`config.mk`:
```
export PLATFORM = sky130hd
export DESIGN_NAME = addsub_ctrl_flat
export DESIGN_NICKNAME = d
export VERILOG_FILES = /design/src/rtl/addsub_ctrl_if.sv /design/src/rtl/addsub_ctrl.sv /design/src/flat_wrapper.sv
export SDC_FILE = /design/constraint.sdc
export NUM_CORES = 1
export LEC_CHECK = 0
export ABC_AREA = 1
export CORE_UTILIZATION = 38
export DETAILED_ROUTE_END_ITERATION = 16
export PLACE_DENSITY_LB_ADDON = 0.25
export SYNTH_ARGS = -nofsm -noshare
export SYNTH_HDL_FRONTEND = slang
export SYNTH_SLANG_ARGS = --single-unit
```
`constraint.sdc`:
```
create_clock -name clock -period 4.1 [get_ports clock]
set_clock_uncertainty 0.05 [all_clocks]
set_input_delay 1.23 -clock clock [delete_from_list [all_inputs] [get_ports clock]]
set_output_delay 1.23 -clock clock [all_outputs]
set_load 0.01 [all_outputs]
```
`src/rtl/addsub_ctrl_if.sv`:
```
// Handshake and control-word bundle between a sequencer client and addsub_ctrl.
// The master side requests sequences; the slave side emits the datapath control word and status.
interface addsub_ctrl_if;
    localparam int unsigned OP_W  = 3;
    localparam int unsigned CNT_W = 4;
    localparam int unsigned E_W   = 5;

    logic             start;
    logic             mode;
    logic [OP_W-1:0]  op;
    logic [CNT_W-1:0] count;
    logic [E_W-1:0]   e;
    logic             busy;
    logic             done;

    modport master (output start, mode, op, count, input e, busy, done);
    modport slave  (input start, mode, op, count, output e, busy, done);
endinterface

```
`src/rtl/addsub_ctrl.sv`:
```
// Add/subtract sequencer: steps an accumulator datapath through a four-term
// sequence or a counted repeat, emitting the control word {ec, ebd, ea, er, emode}.
module addsub_ctrl (
    input  logic         clock,
    input  logic         reset,
    addsub_ctrl_if.slave bus
);
    localparam int unsigned OP_W  = 3;
    localparam int unsigned CNT_W = 4;
    localparam int unsigned E_W   = 5;
    localparam int unsigned OUT_W = E_W + 2;

    typedef enum logic [2:0] {
        IDLE,
        LOAD,
        TERM_B,
        TERM_C,
        TERM_D,
        REPEAT,
        FINISH
    } state_t;

    state_t             state;
    state_t             nxt;
    logic               mode_q;
    logic [OP_W-1:0]    op_q;
    logic [CNT_W-1:0]   count_q;
    logic [CNT_W-1:0]   cnt;
    logic [E_W-1:0]     e_q;
    logic               busy_q;
    logic               done_q;

    // Moore decode of {e, busy, done} for a given state.
    function automatic logic [OUT_W-1:0] moore(input state_t s, input logic [OP_W-1:0] o);
        logic [OUT_W-1:0] w;
        w = '0;
        case (s)
            LOAD:    w = {5'b00010, 1'b1, 1'b0};
            TERM_B:  w = {1'b0, 1'b0, 1'b1, 1'b1, o[0], 1'b1, 1'b0};
            TERM_C:  w = {1'b1, 1'b0, 1'b1, 1'b1, o[1], 1'b1, 1'b0};
            TERM_D:  w = {1'b0, 1'b1, 1'b1, 1'b1, o[2], 1'b1, 1'b0};
            REPEAT:  w = {1'b0, 1'b0, 1'b1, 1'b1, o[0], 1'b1, 1'b0};
            FINISH:  w = {5'b00000, 1'b0, 1'b1};
            default: w = '0;
        endcase
        return w;
    endfunction

    always_comb begin
        nxt = state;
        case (state)
            IDLE:    nxt = bus.start ? LOAD : IDLE;
            LOAD: begin
                if (!mode_q)
                    nxt = TERM_B;
                else if (count_q != '0)
                    nxt = REPEAT;
                else
                    nxt = FINISH;
            end
            TERM_B:  nxt = TERM_C;
            TERM_C:  nxt = TERM_D;
            TERM_D:  nxt = FINISH;
            // cnt holds the REPEAT cycles left including the current one
            REPEAT:  nxt = (cnt == CNT_W'(1)) ? FINISH : REPEAT;
            FINISH:  nxt = IDLE;
            default: nxt = IDLE;
        endcase
    end

    always_ff @(posedge clock) begin
        if (reset) begin
            state   <= IDLE;
            mode_q  <= 1'b0;
            op_q    <= '0;
            count_q <= '0;
            cnt     <= '0;
            e_q     <= '0;
            busy_q  <= 1'b0;
            done_q  <= 1'b0;
        end else begin
            state <= nxt;
            {e_q, busy_q, done_q} <= moore(nxt, op_q);
            if (state == IDLE && bus.start) begin
                mode_q  <= bus.mode;
                op_q    <= bus.op;
                count_q <= bus.count;
            end
            if (state == LOAD)
                cnt <= count_q;
            else if (state == REPEAT)
                cnt <= cnt - CNT_W'(1);
        end
    end

    assign bus.e    = e_q;
    assign bus.busy = busy_q;
    assign bus.done = done_q;
endmodule
```
`src/flat_wrapper.sv`:
```
// flat-port wrapper written by rule: the top's interface ports become plain ports
module addsub_ctrl_flat 
  (clock, reset, bus_start, bus_mode, bus_op, bus_count, bus_e, bus_busy, bus_done);
  addsub_ctrl_if bus_i ();
  input  logic clock;
  input  logic reset;
  input wire logic [$bits(bus_i.start)-1:0] bus_start;
  input wire logic [$bits(bus_i.mode)-1:0] bus_mode;
  input wire logic [$bits(bus_i.op)-1:0] bus_op;
  input wire logic [$bits(bus_i.count)-1:0] bus_count;
  output wire logic [$bits(bus_i.e)-1:0] bus_e;
  output wire logic [$bits(bus_i.busy)-1:0] bus_busy;
  output wire logic [$bits(bus_i.done)-1:0] bus_done;
  assign bus_i.start = bus_start;
  assign bus_i.mode = bus_mode;
  assign bus_i.op = bus_op;
  assign bus_i.count = bus_count;
  assign bus_e = bus_i.e;
  assign bus_busy = bus_i.busy;
  assign bus_done = bus_i.done;
  addsub_ctrl u_core (.clock(clock), .reset(reset), .bus(bus_i));
endmodule
```
==> results.cfg <==
[job]
drv_cap = 0

[cts]
cts_tree = built
cts_hold_buf = 0
cts_root_buffer = clkbuf_4
htreeDepth = 1
cts_buffers = 3
clkTransAtPathRegs_ns = 0.12
clkSinkCount = 21
clock_path_buffers = 2
cts.repair.resized = 0
post_cts_buffers = 0
clk-insertion-delay-late_ns = 0.31

[layout]
final_cell_area_um2 = 1180
drive_above_1_share = 0.121
area_growth_pct = 21.1
num-nets-final = 163
finalNonFillerCells = 177
insertedDiodeCount = 0

[placement]
dpl.cell_count = 173
finalWeightedCongestion = 0.760
place_area_um2 = 1150
port_buffers = 17
dp_hpwl_um = 1380

[global_routing]
grt_max_degree = 13
grt_util_met3 = 0.0522
grt.busiest_layer = met2
track_usage = 0.157
antenna_found_initial = 0
use_met2 = 0.226
met1_usage = 0.206
grt_pass1_vias = 725
gr-total-overflow = 0
grt_pass1_wl_um = 3080

[worst_setup_path]
cp.required_ns = 2.82
cp_max_fo = 2
worstPathCellList = clkdlybuf4s50_1
cp.arrival_ns = 1.19
path_buf_inv = 1
cpPeakStageDelay_ns = 0.53
critical-path-top-delay-family = buffers and inverters
cp-start-kind = flop
path_class = flop to primary output
cp_slowest_cell = clkdlybuf4s50_1
endpoint_kind = primary output

[status]
status = finished, final reports clean

[routing]
vias_per_cell = 4.69
antenna_left = 0
drt-initial-drc-count = 14
first_pass_iters = 4
routedWlPerCell_um = 10.3
finalWirelength_um = 1830
vias = 830
drc = 0

[sta]
fin_crit_ns = 2.47
fmax_ghz = 0.404
period_share = 0.604
rsz0062_at_grt = no
max_slew_margin = 0.747
setup_viol = 0
report.final.slew_viol_count = 0
setup-tns-final_ns = 0
worst_pin_slew_ns = 0.378
hold_violations = 0

[power_and_ir_drop]
peakVddDrop_uv = 332
powerDensity_nw_per_um2 = 460
leakage_uw = 0.000495

[logic_synthesis]
yosys-top-cells-count = nand2_1 (24), nor2_1 (24), dfxtp_1 (21)
ys_warn_count = 0
synth_ff_type = dfxtp_1
synth_largest_area_cell = dfxtp_1
syn_area_um2 = 973
synth_cell_types = 23
netlist.area_leader.share = 0.432
synthCells = 132
synth.yosys.seq_area_share = 0.432
synth.avg_cell_area_um2 = 7.37
syn_nets = 145
synth_edf_count = 0
synthArstFlopShare = 0
synth.top_cells.by_area = dfxtp_1 (43%), nand2_1 (9.3%), nor2_1 (9.3%)
ys_ff_latch = 21

[floorplan]
start_util = 0.420
rows = 17
io_pins = 18
dieArea_um2 = 2770
dieWidth_um = 52.6
core_um2 = 2320
die_h_um = 52.6

[min_path]
hp-class = flop to flop
==> routing by layer <==
layer	up-vias	wire, um
met5	-	0
met4	0	36
met3	5	77
met2	17	776
met1	358	938
li1	450	-
==> report_power, final <==
part / internal [uW] / total (uW) / switching (uW)
combinational: 78.3 / 180 / 101
clock: 38.0 / 102 / 64.3
sequential: 236 / 261 / 24.9
==> stage by stage <==
stage	total power (uW)	utilization	hold WS [ns]	setup WS [ns]
3_3_place_gp	442	0.497	0.423	1.51
3_5_place_dp	446	0.497	0.423	1.50
6_report	543	0.508	0.432	1.63
5_1_grt	584	0.508	0.466	1.56
4_1_cts	553	0.508	0.441	1.60
2_1_floorplan	394	-	0.380	2.07
==> sequential cells by signal, summed over array words and instances, names as in the netlist <==
register,count
u_core.mode_q,1
u_core.bus.e,5
u_core.state,3
u_core.cnt,4
u_core.op_q,3
u_core.bus.done,1
u_core.count_q,4
==> logic make-up (layout without fill, tap and decap cells) <==
| logic type | Yosys count | in the layout | synth area share |
|---|---|---|---|
| flops | 21 | 21 | 0.432 |
| xor+xnor | 2 | 2 | 0.0180 |
| simple gates | 65 | 65 | 0.298 |
| compound gates | 21 | 21 | 0.134 |
| fa+ha+maj | 2 | 2 | 0.0257 |
| buf+inv | 21 | 38 | 0.0925 |
==> path summary, 6_finish.rpt <==
path | slack [ns] | start | depth (start not counted) | end
worst max register to register | 2.53 | u_core.state[1]$_SDFF_PP0_ | 11 | u_core.bus.e[2]$_SDFF_PP0_
worst max-delay path | 1.63 | u_core.bus.e[1]$_SDFF_PP0_ | 1 | bus_busy
worst min-delay path | 0.43 | u_core.op_q[0]$_SDFFE_PP0P_ | 2 | u_core.bus.e[0]$_SDFF_PP0_
worst min register to register | 0.43 | u_core.op_q[0]$_SDFFE_PP0P_ | 2 | u_core.bus.e[0]$_SDFF_PP0_
==> tightest hold or removal path, stage by stage, from the launching register on <==
cell and delay, ns:
dfxtp_1 0.34, nand3_2 0.07, a21oi_2 0.04
==> cell type report <==
class / count / area (um2)
tap: 28 / 35.0
fill: 231 / 1140
sequential: 21 / 420
clock buffer: 4 / 26.3
inverter: 17 / 63.8
timing repair buffer: 17 / 170
multi-input combinational: 90 / 463
==> cell usage in the layout, fill, tap and decap left out, types with 2 or more instances in the layout <==
| master | netlist | layout |
|---|---|---|
| inv_2 | 5 | 5 |
| inv_1 | 12 | 12 |
| a31oi_1 | 2 | 2 |
| clkbuf_4 | 0 | 3 |
| o211ai_1 | 3 | 3 |
| nand2_1 | 24 | 24 |
| dfxtp_1 | 21 | 21 |
| nor2_4 | 2 | 2 |
| nor2_1 | 24 | 24 |
| a21oi_1 | 3 | 3 |
| xor2_1 | 2 | 2 |
| clkdlybuf4s50_1 | 0 | 17 |
| nand3_1 | 7 | 7 |
| o21ai_0 | 10 | 10 |
| nand2_2 | 4 | 4 |
| ha_1 | 2 | 2 |
Power figures use the tool's default switching activity.
